## config.mk

```make
export PLATFORM = sky130hd
export DESIGN_NAME = cdb_arbiter
export DESIGN_NICKNAME = d
export VERILOG_FILES = /design/src/rtl/cdb_arbiter.sv
export SDC_FILE = /design/constraint.sdc
export NUM_CORES = 1
export LEC_CHECK = 0
export ABC_CLOCK_PERIOD_IN_PS = 4400
export CORE_MARGIN = 2
export CORE_UTILIZATION = 36
export DETAILED_ROUTE_END_ITERATION = 16
export GPL_TIMING_DRIVEN = 0
export PLACE_DENSITY_LB_ADDON = 0.2
export RECOVER_POWER = 25
export REMOVE_ABC_BUFFERS = 1
export SETUP_SLACK_MARGIN = 0.15
export SYNTH_ARGS = -nofsm -noshare
export SYNTH_HDL_FRONTEND = slang
export SYNTH_SLANG_ARGS = --single-unit
```

## constraint.sdc

```tcl
create_clock -name clk -period 4.4 [get_ports clk]
set_clock_uncertainty 0.15 [all_clocks]
set_input_delay 0.66 -clock clk [delete_from_list [all_inputs] [get_ports clk]]
set_output_delay 0.66 -clock clk [all_outputs]
set_load 0.005 [all_outputs]
```

## src/rtl/cdb_arbiter.sv

```systemverilog
`default_nettype none
// ============================================================================
// Module   : cdb_arbiter
// Brief    : Round-robin Common Data Bus arbiter with branch-result priority
//            and a registered one-cycle broadcast. Optional per-unit grant
//            counters are enabled by defining CDB_ARB_PERF_CNT_EN.
// Revision : 1.0 - initial release
// ============================================================================
module cdb_arbiter #(
  parameter int DATA_WIDTH     = 32,
  parameter int TAG_WIDTH      = 6,
  parameter int NUM_REQ        = 4,
  parameter int PERF_CNT_WIDTH = 16
) (
  input  logic                            clk,
  input  logic                            reset,
  input  logic [NUM_REQ-1:0]              req_valid,
  input  logic [NUM_REQ*TAG_WIDTH-1:0]    req_tag,
  input  logic [NUM_REQ*DATA_WIDTH-1:0]   req_data,
  input  logic [NUM_REQ-1:0]              req_branch,
  input  logic [NUM_REQ-1:0]              req_branch_taken,
  output logic [NUM_REQ-1:0]              grant,
  output logic                            CDB_valid,
  output logic [TAG_WIDTH-1:0]            CDB_tag,
  output logic [DATA_WIDTH-1:0]           CDB_data,
  output logic                            CDB_branch,
  output logic                            CDB_branch_taken
`ifdef CDB_ARB_PERF_CNT_EN
  ,
  output logic [NUM_REQ*PERF_CNT_WIDTH-1:0] perf_grant_cnt
`endif
);

  // A single requester still gets a 1-bit pointer that never leaves 0.
  localparam int c_PTR_W = (NUM_REQ > 1) ? $clog2(NUM_REQ) : 1;

  function automatic logic [c_PTR_W-1:0] f_wrap(input int v);
    return c_PTR_W'(v % NUM_REQ);
  endfunction

  logic [c_PTR_W-1:0]    r_rr_ptr;
  logic [c_PTR_W-1:0]    w_gnt_idx;
  logic [c_PTR_W-1:0]    w_rr_ptr_nxt;
  logic                  w_gnt_any;
  logic [NUM_REQ-1:0]    w_grant;

  logic                  r_cdb_valid;
  logic [TAG_WIDTH-1:0]  r_cdb_tag;
  logic [DATA_WIDTH-1:0] r_cdb_data;
  logic                  r_cdb_branch;
  logic                  r_cdb_branch_taken;

  // Branch resolutions win outright (lowest index); otherwise rotate from rr_ptr.
  always_comb begin
    w_gnt_any = 1'b0;
    w_gnt_idx = '0;
    if (!reset) begin
      for (int i = 0; i < NUM_REQ; i++) begin
        if (!w_gnt_any && req_valid[i] && req_branch[i]) begin
          w_gnt_any = 1'b1;
          w_gnt_idx = c_PTR_W'(i);
        end
      end
      for (int off = 0; off < NUM_REQ; off++) begin
        if (!w_gnt_any && req_valid[f_wrap(int'(r_rr_ptr) + off)]) begin
          w_gnt_any = 1'b1;
          w_gnt_idx = f_wrap(int'(r_rr_ptr) + off);
        end
      end
    end
  end

  always_comb begin
    w_grant = '0;
    if (w_gnt_any) begin
      w_grant[w_gnt_idx] = 1'b1;
    end
  end

  assign w_rr_ptr_nxt = f_wrap(int'(w_gnt_idx) + 1);
  assign grant        = w_grant;

  always_ff @(posedge clk or posedge reset) begin
    if (reset) begin
      r_rr_ptr           <= '0;
      r_cdb_valid        <= 1'b0;
      r_cdb_tag          <= '0;
      r_cdb_data         <= '0;
      r_cdb_branch       <= 1'b0;
      r_cdb_branch_taken <= 1'b0;
    end else begin
      r_cdb_valid <= w_gnt_any;
      // Payload fields hold when idle; consumers qualify with CDB_valid.
      if (w_gnt_any) begin
        r_rr_ptr           <= w_rr_ptr_nxt;
        r_cdb_tag          <= req_tag[w_gnt_idx*TAG_WIDTH +: TAG_WIDTH];
        r_cdb_data         <= req_data[w_gnt_idx*DATA_WIDTH +: DATA_WIDTH];
        r_cdb_branch       <= req_branch[w_gnt_idx];
        r_cdb_branch_taken <= req_branch[w_gnt_idx] & req_branch_taken[w_gnt_idx];
      end
    end
  end

  assign CDB_valid        = r_cdb_valid;
  assign CDB_tag          = r_cdb_tag;
  assign CDB_data         = r_cdb_data;
  assign CDB_branch       = r_cdb_branch;
  assign CDB_branch_taken = r_cdb_branch_taken;

`ifdef CDB_ARB_PERF_CNT_EN
  generate
    for (genvar k = 0; k < NUM_REQ; k++) begin : g_perf
      logic [PERF_CNT_WIDTH-1:0] r_cnt;

      always_ff @(posedge clk or posedge reset) begin
        if (reset) begin
          r_cnt <= '0;
        end else if (w_grant[k] && (r_cnt != '1)) begin
          r_cnt <= r_cnt + 1'b1;
        end
      end

      assign perf_grant_cnt[k*PERF_CNT_WIDTH +: PERF_CNT_WIDTH] = r_cnt;
    end
  endgenerate
`endif

endmodule
`default_nettype wire
```

**Yosys cells after proc, flatten, opt, wreduce, memory -nomap -nowiden**

Index checks and enable logic that the tools add are counted.

- Bits in registers: 43
- Latch bits: 0
- Bits in writable memories: 0
- Memory bits (read-only): 0
- Input port bits: 166
- Output and inout port bits: 45
- Word-level logic and storage cells: 78
- Memories: 0

- $add $sub $neg: 4
- $mul: 1
- Divide/modulo/power cells: 0
- Order comparisons: 6
- Equal/unequal tests: 0
- Shift operators: 2
- Mux-type cells: 39
- Bitwise gates (word level): 1
- Reduce and logical (&&, ||, !) cells: 19

Operators by type and width:

| operator | number |
|---|---|
| $shiftx 128x8->32 | 1 |
| $mux 1 | 24 |
| $shiftx 24x6->6 | 1 |
| $lt 2x3->1 const B | 5 |
| $mux 2 | 7 |
| $bmux 1 s2 | 6 |
| $logic_and 1x1->1 | 12 |
| $logic_not 1->1 | 7 |
| $add 2x1->2 const B | 2 |
| $add 2x2->2 const B | 2 |
| $mul 2x2->4 const B | 1 |
| $mux 4 | 1 |
| $demux 1 s2 | 1 |
| $ge 2x1->1 const B | 1 |
| $and 1x1->1 | 1 |

**Depth between registers and ports, before layout**

Gate-level depths: netlist of run 1.

- Word-level depth: 39
- Gate-level depth with buffers: 10
- Gate-level depth less buffers: 8

**Worst setup path after synthesis of run 1**

No wires, ideal clock.

- Kind: input to output
- Start: in req_valid[3]
- End: out grant[0]
- Arrival time: 2883 ps
- Required time: 3590 ps
- Setup slack: 707 ps
- Stages on the path: 10
- Path buffers: 2
- Cells stage by stage: buf_2 -> nand2b_1 -> a2111o_1 -> and2_1 -> o311a_1 -> a311oi_4 -> inv_2 -> buf_2 -> ha_1 -> and2_1

- Cells in the longest elaborated chain, start to end: 25
- Elaborated cells on any way between the ends: 40
- Classes of those cells: 2 x order compare; 27 x mux; 11 x reduce/logical

RTL lines:

| what | RTL line | source |
|---|---|---|
| from (decl) | 17 | `input logic [NUM_REQ-1:0] req_valid,` |
| $logic_and 1x1->1 (2 in a row) | 59 | `if (!w_gnt_any && req_valid[i] && req_branch[i]) begin` |
| $mux 1 | 59 |  |
| $mux 1 | 57 | `if (!reset) begin` |
| $logic_not 1->1 | 65 | `if (!w_gnt_any && req_valid[f_wrap(int'(r_rr_ptr) + off)]) begin` |
| $logic_and 1x1->1 | 65 |  |
| $mux 1 | 65 |  |
| $mux 1 | 57 |  |
| $logic_not 1->1 | 65 |  |
| [8 not listed] | n/a |  |
| $logic_and 1x1->1 | 65 |  |
| $mux 2 | 65 |  |
| $mux 2 | 57 |  |
| $lt 2x3->1 (implied by the code) / $ge 2x1->1 (equally long branches) | 76 | `w_grant[w_gnt_idx] = 1'b1;` |
| $logic_and 1x1->1 (implied by the code) | 76 |  |
| $mux 1 (implied by the code) | 76 |  |
| $demux 1 s2 | 76 |  |
| $mux 4 * | 75 | `if (w_gnt_any) begin` |
| to (decl) | 22 | `output logic [NUM_REQ-1:0] grant,` |

Every way passes the cells marked *; elsewhere a longest branch is shown, timed or not. The select of a mux whose other input is x is not followed.

**Worst setup path in the final report of run 1**

- Start: reg r_rr_ptr[0]
- End: out grant[0]

- Cells in the longest elaborated chain, start to end: 22
- Elaborated cells on any way between the ends: 37
- Classes of those cells: 3 x add/sub; 2 x order compare; 24 x mux; 8 x reduce/logical

RTL lines:

| what | RTL line | source |
|---|---|---|
| from (decl) | 41 | `logic [c_PTR_W-1:0] r_rr_ptr;` |
| from (signal assigned) | 95 | `r_rr_ptr <= w_rr_ptr_nxt;` |
| $bmux 1 s2 | 65 |  |
| $mux 1 (implied by the code) | 65 |  |
| $logic_and 1x1->1 | 65 |  |
| $mux 1 | 65 |  |
| $mux 1 | 57 |  |
| $logic_not 1->1 | 65 |  |
| $logic_and 1x1->1 | 65 |  |
| $mux 1 | 65 |  |
| [6 not listed] | n/a |  |
| $logic_and 1x1->1 | 65 |  |
| $mux 2 | 65 |  |
| $mux 2 | 57 |  |
| $lt 2x3->1 (implied by the code) / $ge 2x1->1 (equally long branches) | 76 |  |
| $logic_and 1x1->1 (implied by the code) | 76 |  |
| $mux 1 (implied by the code) | 76 |  |
| $demux 1 s2 | 76 |  |
| $mux 4 * | 75 |  |

Marks and branches as above.

==> flow_summary.yaml, run 1 <==
pwr:
  p_leak_nw: 2.129
  cellPowerDensity_mw_per_mm2: 338.3
  vdd_drop_max_uv: 172.5
die:
  num_rows: 33
  initial_core_util: 0.3707
  die_area_mm2: 0.009168
  boundaryPins: 211
  die_h_um: 95.75
  core_mm2: 0.008175
  die_w_um: 95.75
synthesis:
  ys_warn_count: 0
  synth_top_area_cell: "dfrtp_1"
  postSynthCellCount: 297
  syn-cell-area_mm2: 0.003030
  yosysTopAreaCellShare: 0.3551
  seq_area_frac_synth: 0.3551
  synth_top_cells_by_area: "dfrtp_1, mux2_2, mux2i_1, a31oi_1, o22ai_1"
  syn_avg_cell_area_um2: 10.20
  synthDistinctLibCells: 39
  ys_seq_elements: 43
setup_path:
  max_stage_delay_ns: 0.53
  path_cells: "or2_1, a2111o_1, and2_1, o311a_1, a311oi_4, bufinv_16, ha_1, and2_1, clkdlybuf4s50_1"
  regToRegSetupSlack_ns: 1.24
  worstPathArrival_ns: 3.37
  worstSetupPathType: "flip-flop to output port"
  crit_fanout: 10
  r2r-end: "CDB_data[21]"
  end_kind: "output port"
  r2r_cells: 12
  r2r-start: "r_rr_ptr[0]"
  cp.required_ns: 3.59
  crit_path_top_delay_cell: "dfrtp_4"
  crit_path_start: "r_rr_ptr[0]"
  critPathMostFrequentCell: "and2_1"
  crit_path_start_kind: "flip-flop"
clocking:
  clkTransAtPathRegs_ns: 0.09
  cts_tree: "done"
  cts.path.max_buffers: 2
  clock_latency_ns: 0.29
  htreeDepth: 2
  holdBufCountCts: 0
  clock-sinks: 43
  cts_buffers: 5
  cts_root_buffer: "clkbuf_8"
route:
  ant_nets: 0
  wl_per_cell_um: 18.22
  initialDrtViolationCount: 91
  drt-vias-per-instance: 5.438
  finalWirelength_um: 11240
  vias: 3355
  firstDrtPassIters: 4
  drc: 0
timing:
  rsz0062_at_grt: "true"
  hold_violations: 0
  setup_tns_ns: 0
  drv_slew: 0
  min_period_ns: 4.179
  max_slew_margin: 0.09261
  tightest_slew_ns: 1.361
  timing.fmax_mhz: 239.3
  fin_crit_sh: 0.9499
  setup_violations: 0
  whs_ns: 0.4463
run_status:
  status: "completed"
placement:
  gp_congestion: 0.8659
  io_buffers: 210
  dp.cells: 594
  place_hpwl_um: 8060
worst_hold_path:
  whs_path_depth: 2
  holdCritPathClass: "flip-flop to flip-flop"
  hold_end: "CDB_tag[1]"
  min_from: "CDB_tag[1]"
global_route:
  antenna_found_initial: 0
  grt_usage: 0.2384
  grt_pass1_wl_um: 16850
  grt_max_degree: 41
  grt_pass1_vias: 3424
  gr-total-overflow: 0
run:
  cap_violations: 0
cells_and_area:
  drive_above_1_share: 0.1758
  area_delta_synth_final_pct: 81.79
  fillerInstances: 653
  stdcell_count: 617
  final_cell_mix: "clkdlybuf4s50_1, dfrtp_1, mux2i_1, mux2_2, a31oi_1"
  nNetsFinal: 681
  final_common_cell: "clkdlybuf4s50_1"
  diodes: 0
## synthesized netlist by cell type (all sizes together)
| cell | n |
|---|---|
| and3 | 2 |
| clkbuf | 19 |
| a32oi | 1 |
| inv | 4 |
| nor4 | 3 |
| mux4 | 2 |
| buf | 13 |
| nor2 | 7 |
| mux2 | 40 |
| a211oi | 1 |
| o311a | 2 |
| a221oi | 1 |
| o21ai | 3 |
| a21o | 1 |
| a22o | 2 |
| a21oi | 4 |
| nand2b | 5 |
| nand3 | 1 |
| dfrtp | 43 |
| nor4b | 1 |
| a31oi | 40 |
| mux2i | 41 |
| nor2b | 1 |
| nand2 | 4 |
| o22ai | 39 |
| a311oi | 2 |
| nand4b | 1 |
| and2 | 5 |
| ha | 4 |
| o21a | 1 |
| or2 | 2 |
| nand3b | 1 |
| a2111o | 1 |
## logic make-up (layout without fill, tap and decap cells)
kind of cell / count (synthesis) / in the layout / synth area share
AO/OA/AOI/OAI: 98 / 98 / 0.2155
adder cells (fa/ha/maj): 4 / 4 / 0.01652
buffers and inverters: 36 / 251 / 0.05326
flip-flops: 43 / 43 / 0.3551
multiplexers: 83 / 83 / 0.2989
AND/OR/NAND/NOR: 33 / 33 / 0.06070
## sequential cells by signal, summed over array words and instances (netlist names)
signal	count
CDB_branch_taken	1
CDB_valid	1
CDB_tag	6
r_rr_ptr	2
CDB_branch	1
CDB_data	32
## repair_timing
item                                    in CTS  in global routing
pin swaps                                    4                  2
gates cloned                                 3                  0
endpoints found under the setup margin       4                  3
resized for setup                           18                 11
buffers inserted                             6                  6
## worst max-delay path by stage
stage	end	slack, ns	depth (start not counted)
after CTS	grant[3]	0.15	10
after global placement	grant[0]	-13.25	9
after detailed placement	grant[2]	-1.05	10
after floorplan	grant[0]	-8.44	6
final	grant[0]	0.22	9
after global routing	grant[0]	0.14	9
## routing by layer
metal | up-vias | GRT usage | part of all wire
met5 | - | 0 | 0
met4 | 0 | 0.07619 | 0.023
met3 | 20 | 0.08849 | 0.084
met2 | 137 | 0.4202 | 0.52
met1 | 1603 | 0.2660 | 0.38
li1 | 1595 | - | -
## report_power, final
part | total, mW | switching [mW] | internal (mW)
clock | 0.257 | 0.146 | 0.111
sequential | 0.605 | 0.0887 | 0.517
combinational | 1.00 | 0.389 | 0.613
total | 1.86 | 0.624 | 1.24
## final cells by class
cell class                 instances  area, um^2  share of cell area
timing repair buffer             236        2322              0.4215
multi-input combinational        218        1818              0.3300
sequential                        43        1081              0.1962
tap                              105       131.4             0.02385
clock buffer                       5       68.82             0.01249
inverter                           4       41.29            0.007495
timing repair inverter             3       26.28            0.004769
clock inverter                     3       20.02            0.003634
## critical path, delay by kind of cell, from the launching register on
family / cells / cell delay (ns)
adders and majority gates: 1 / 0.20
DFF: 1 / 0.53
buffers and inverters: 2 / 0.68
and+or+nand+nor: 3 / 0.60
AOI/OAI and AO/OA: 3 / 1.06
## stage by stage
stage | cell area [um^2] | setup slack [ns] | total power [mW] | util
finish | 5509 | 0.2205 | 1.864 | 0.6739
global route | 5509 | 0.1404 | 1.982 | 0.6739
CTS | 5490 | 0.1532 | 1.851 | 0.6716
detailed placement | 5304 | -1.051 | 1.530 | 0.6488
global placement | 5117 | -13.25 | 1.544 | 0.6260
floorplan | 2884 | -8.442 | 1.050 | -
Power figures use the tool's default switching activity.
==> inputs of run 2 (changes only) <==
GPL_ROUTABILITY_DRIVEN = 0   (was default)
==> results of run 2 <==
The final DEF is identical to that of run 1; final timing and power are the same.
==> inputs of run 3 (changes only) <==
CORE_MARGIN = default   (was 2)
SLEW_MARGIN = 10   (was default)
==> run 3 against run 2 <==
Non-clock buffer count is 2 higher; die area is 4.1% lower; register-to-register slack worse by 0.02 ns; sequential share of layout area is 0.14 points lower; fmax is 0.13% higher.
==> flow_summary.yaml, run 3 (synthesis gave the netlist of run 1 again) <==
die:
  die_w_um: 93.75
  initial_core_util: 0.3707
  core_mm2: 0.008175
  die_h_um: 93.75
  boundaryPins: 211
  num_rows: 33
  die_area_mm2: 0.008789
route:
  drt-vias-per-instance: 5.382
  ant_nets: 0
  drc: 0
  wl_per_cell_um: 17.57
  finalWirelength_um: 10890
  vias: 3337
  firstDrtPassIters: 4
  initialDrtViolationCount: 103
global_route:
  grt_max_degree: 41
  grt_pass1_vias: 3325
  gr-total-overflow: 0
  grt_pass1_wl_um: 16480
  antenna_found_initial: 0
  grt_usage: 0.2423
cells_and_area:
  stdcell_count: 620
  largest_reg_flops: 32
  design_area_mm2: 0.005549
  drive_above_1_share: 0.1786
  fillerInstances: 671
  diodes: 0
  final_common_cell: "clkdlybuf4s50_1"
  area_delta_synth_final_pct: 83.11
  nNetsFinal: 684
  final_cell_mix: "clkdlybuf4s50_1, dfrtp_1, mux2i_1, mux2_2, a31oi_1"
clocking:
  holdBufCountCts: 0
  clock_latency_ns: 0.28
  cts_tree: "done"
  clock-sinks: 43
  cts.path.max_buffers: 2
  cts_root_buffer: "clkbuf_8"
  htreeDepth: 2
  clkTransAtPathRegs_ns: 0.08
  cts_buffers: 5
setup_path:
  crit_fanout: 8
  cp.buffers_inverters: 2
  worstPathArrival_ns: 3.36
  cp.required_ns: 3.59
  max_stage_delay_ns: 0.53
  crit_path_top_delay_cell: "dfrtp_4"
  critPathMostFrequentCell: "and2_1"
  worstSetupPathType: "flip-flop to output port"
  critPathTopFamily: "compound AO/OA/AOI/OAI gates"
  end_kind: "output port"
  crit_path_start_kind: "flip-flop"
  path_cells: "or2_1, a2111o_1, and2_1, o311a_1, a311oi_4, buf_6, ha_1, and2_1, clkdlybuf4s50_1"
timing:
  setup_violations: 0
  timing.fmax_mhz: 239.6
  fin_crit_sh: 0.9487
  rsz0062_at_grt: "false"
  drv_slew: 0
  max_slew_margin: 0.1159
  whs_ns: 0.4382
  min_period_ns: 4.174
  hold_violations: 0
  tightest_slew_ns: 1.326
pwr:
  swShare: 0.3261
  clockPowerShare: 0.148
  seqPwrFrac: 0.312
  vdd_drop_max_uv: 144.8
  p_leak_nw: 2.158
  power_frac_comb: 0.540
  intPower_mw: 1.281
  power_switching_mw: 0.6198
  cellPowerDensity_mw_per_mm2: 342.5
placement:
  io_buffers: 210
  place_hpwl_um: 7618
  dpl_cell_area_mm2: 0.005301
  dp.cells: 595
run_status:
  status: "completed"
worst_hold_path:
  holdCritPathClass: "flip-flop to flip-flop"
run:
  cap_violations: 0
[run 3: through the flow]
| step | power, mW | TNS (ns) | worst slack, ns | util |
|---|---|---|---|---|
| after global placement | 1.541 | -531.68 | -13.44 | 0.6260 |
| after detailed placement | 1.520 | -2.183 | -0.9622 | 0.6485 |
| after CTS | 1.868 | 0 | 0.1525 | 0.6731 |
| final | 1.901 | 0 | 0.2258 | 0.6788 |
| after floorplan | 1.050 | -340.58 | -8.442 | - |
| after global routing | 2.018 | 0 | 0.1145 | 0.6788 |
[run 3: path summary, 6_finish.rpt]
path | start | end | slack [ns] | cells after the start
max | r_rr_ptr[0] | grant[3] | 0.23 | 9
min | CDB_branch_taken | CDB_branch_taken | 0.44 | 2
min reg2reg | CDB_branch_taken | CDB_branch_taken | 0.44 | 2
max reg2reg | r_rr_ptr[0] | CDB_data[8] | 1.22 | 10
max in group asynchronous | reset | CDB_data[25] | 1.34 | 3
min in group asynchronous | reset | CDB_data[15] | 1.08 | 2
[run 3: cell type report]
type | instances | area, um^2 | area share
multi-input combinational | 219 | 1836 | 0.3308
timing repair inverter | 3 | 26.28 | 0.004735
inverter | 4 | 41.29 | 0.007441
timing repair buffer | 238 | 2333 | 0.4205
sequential | 43 | 1081 | 0.1948
tap | 105 | 131.4 | 0.02368
clock buffer | 8 | 100.1 | 0.01804
[run 3: worst reg2reg max path, delay by kind of cell (launching register included)]
| family | cells | cell delay, ns |
|---|---|---|
| AO/OA/AOI/OAI | 5 | 1.36 |
| flip-flops | 1 | 0.53 |
| AND/OR/NAND/NOR | 2 | 0.47 |
| buffers and inverters | 3 | 0.53 |
[run 3: routing by layer]
layer | wire, um | global-route usage
met1 | 4387 | 0.2870
met2 | 5534 | 0.4288
met3 | 847 | 0.07120
met4 | 125 | 0.05513
met5 | 0 | 0
[run 3: timing repair]
| action | CTS | global route |
|---|---|---|
| gates cloned | 3 | 1 |
| gates resized for setup | 18 | 15 |
| buffers inserted | 6 | 7 |
| setup endpoints to repair | 4 | 4 |
| pin swaps | 4 | 3 |
[run 3: power by group through the flow]
stage / clock [mW] / combinational [mW] / sequential, mW
after global routing: 0.306 / 1.10 / 0.609
after CTS: 0.290 / 0.972 / 0.607
after global placement: 0 / 0.935 / 0.606
after floorplan: 0 / 0.439 / 0.611
after detailed placement: 0 / 0.908 / 0.612
final: 0.281 / 1.03 / 0.592
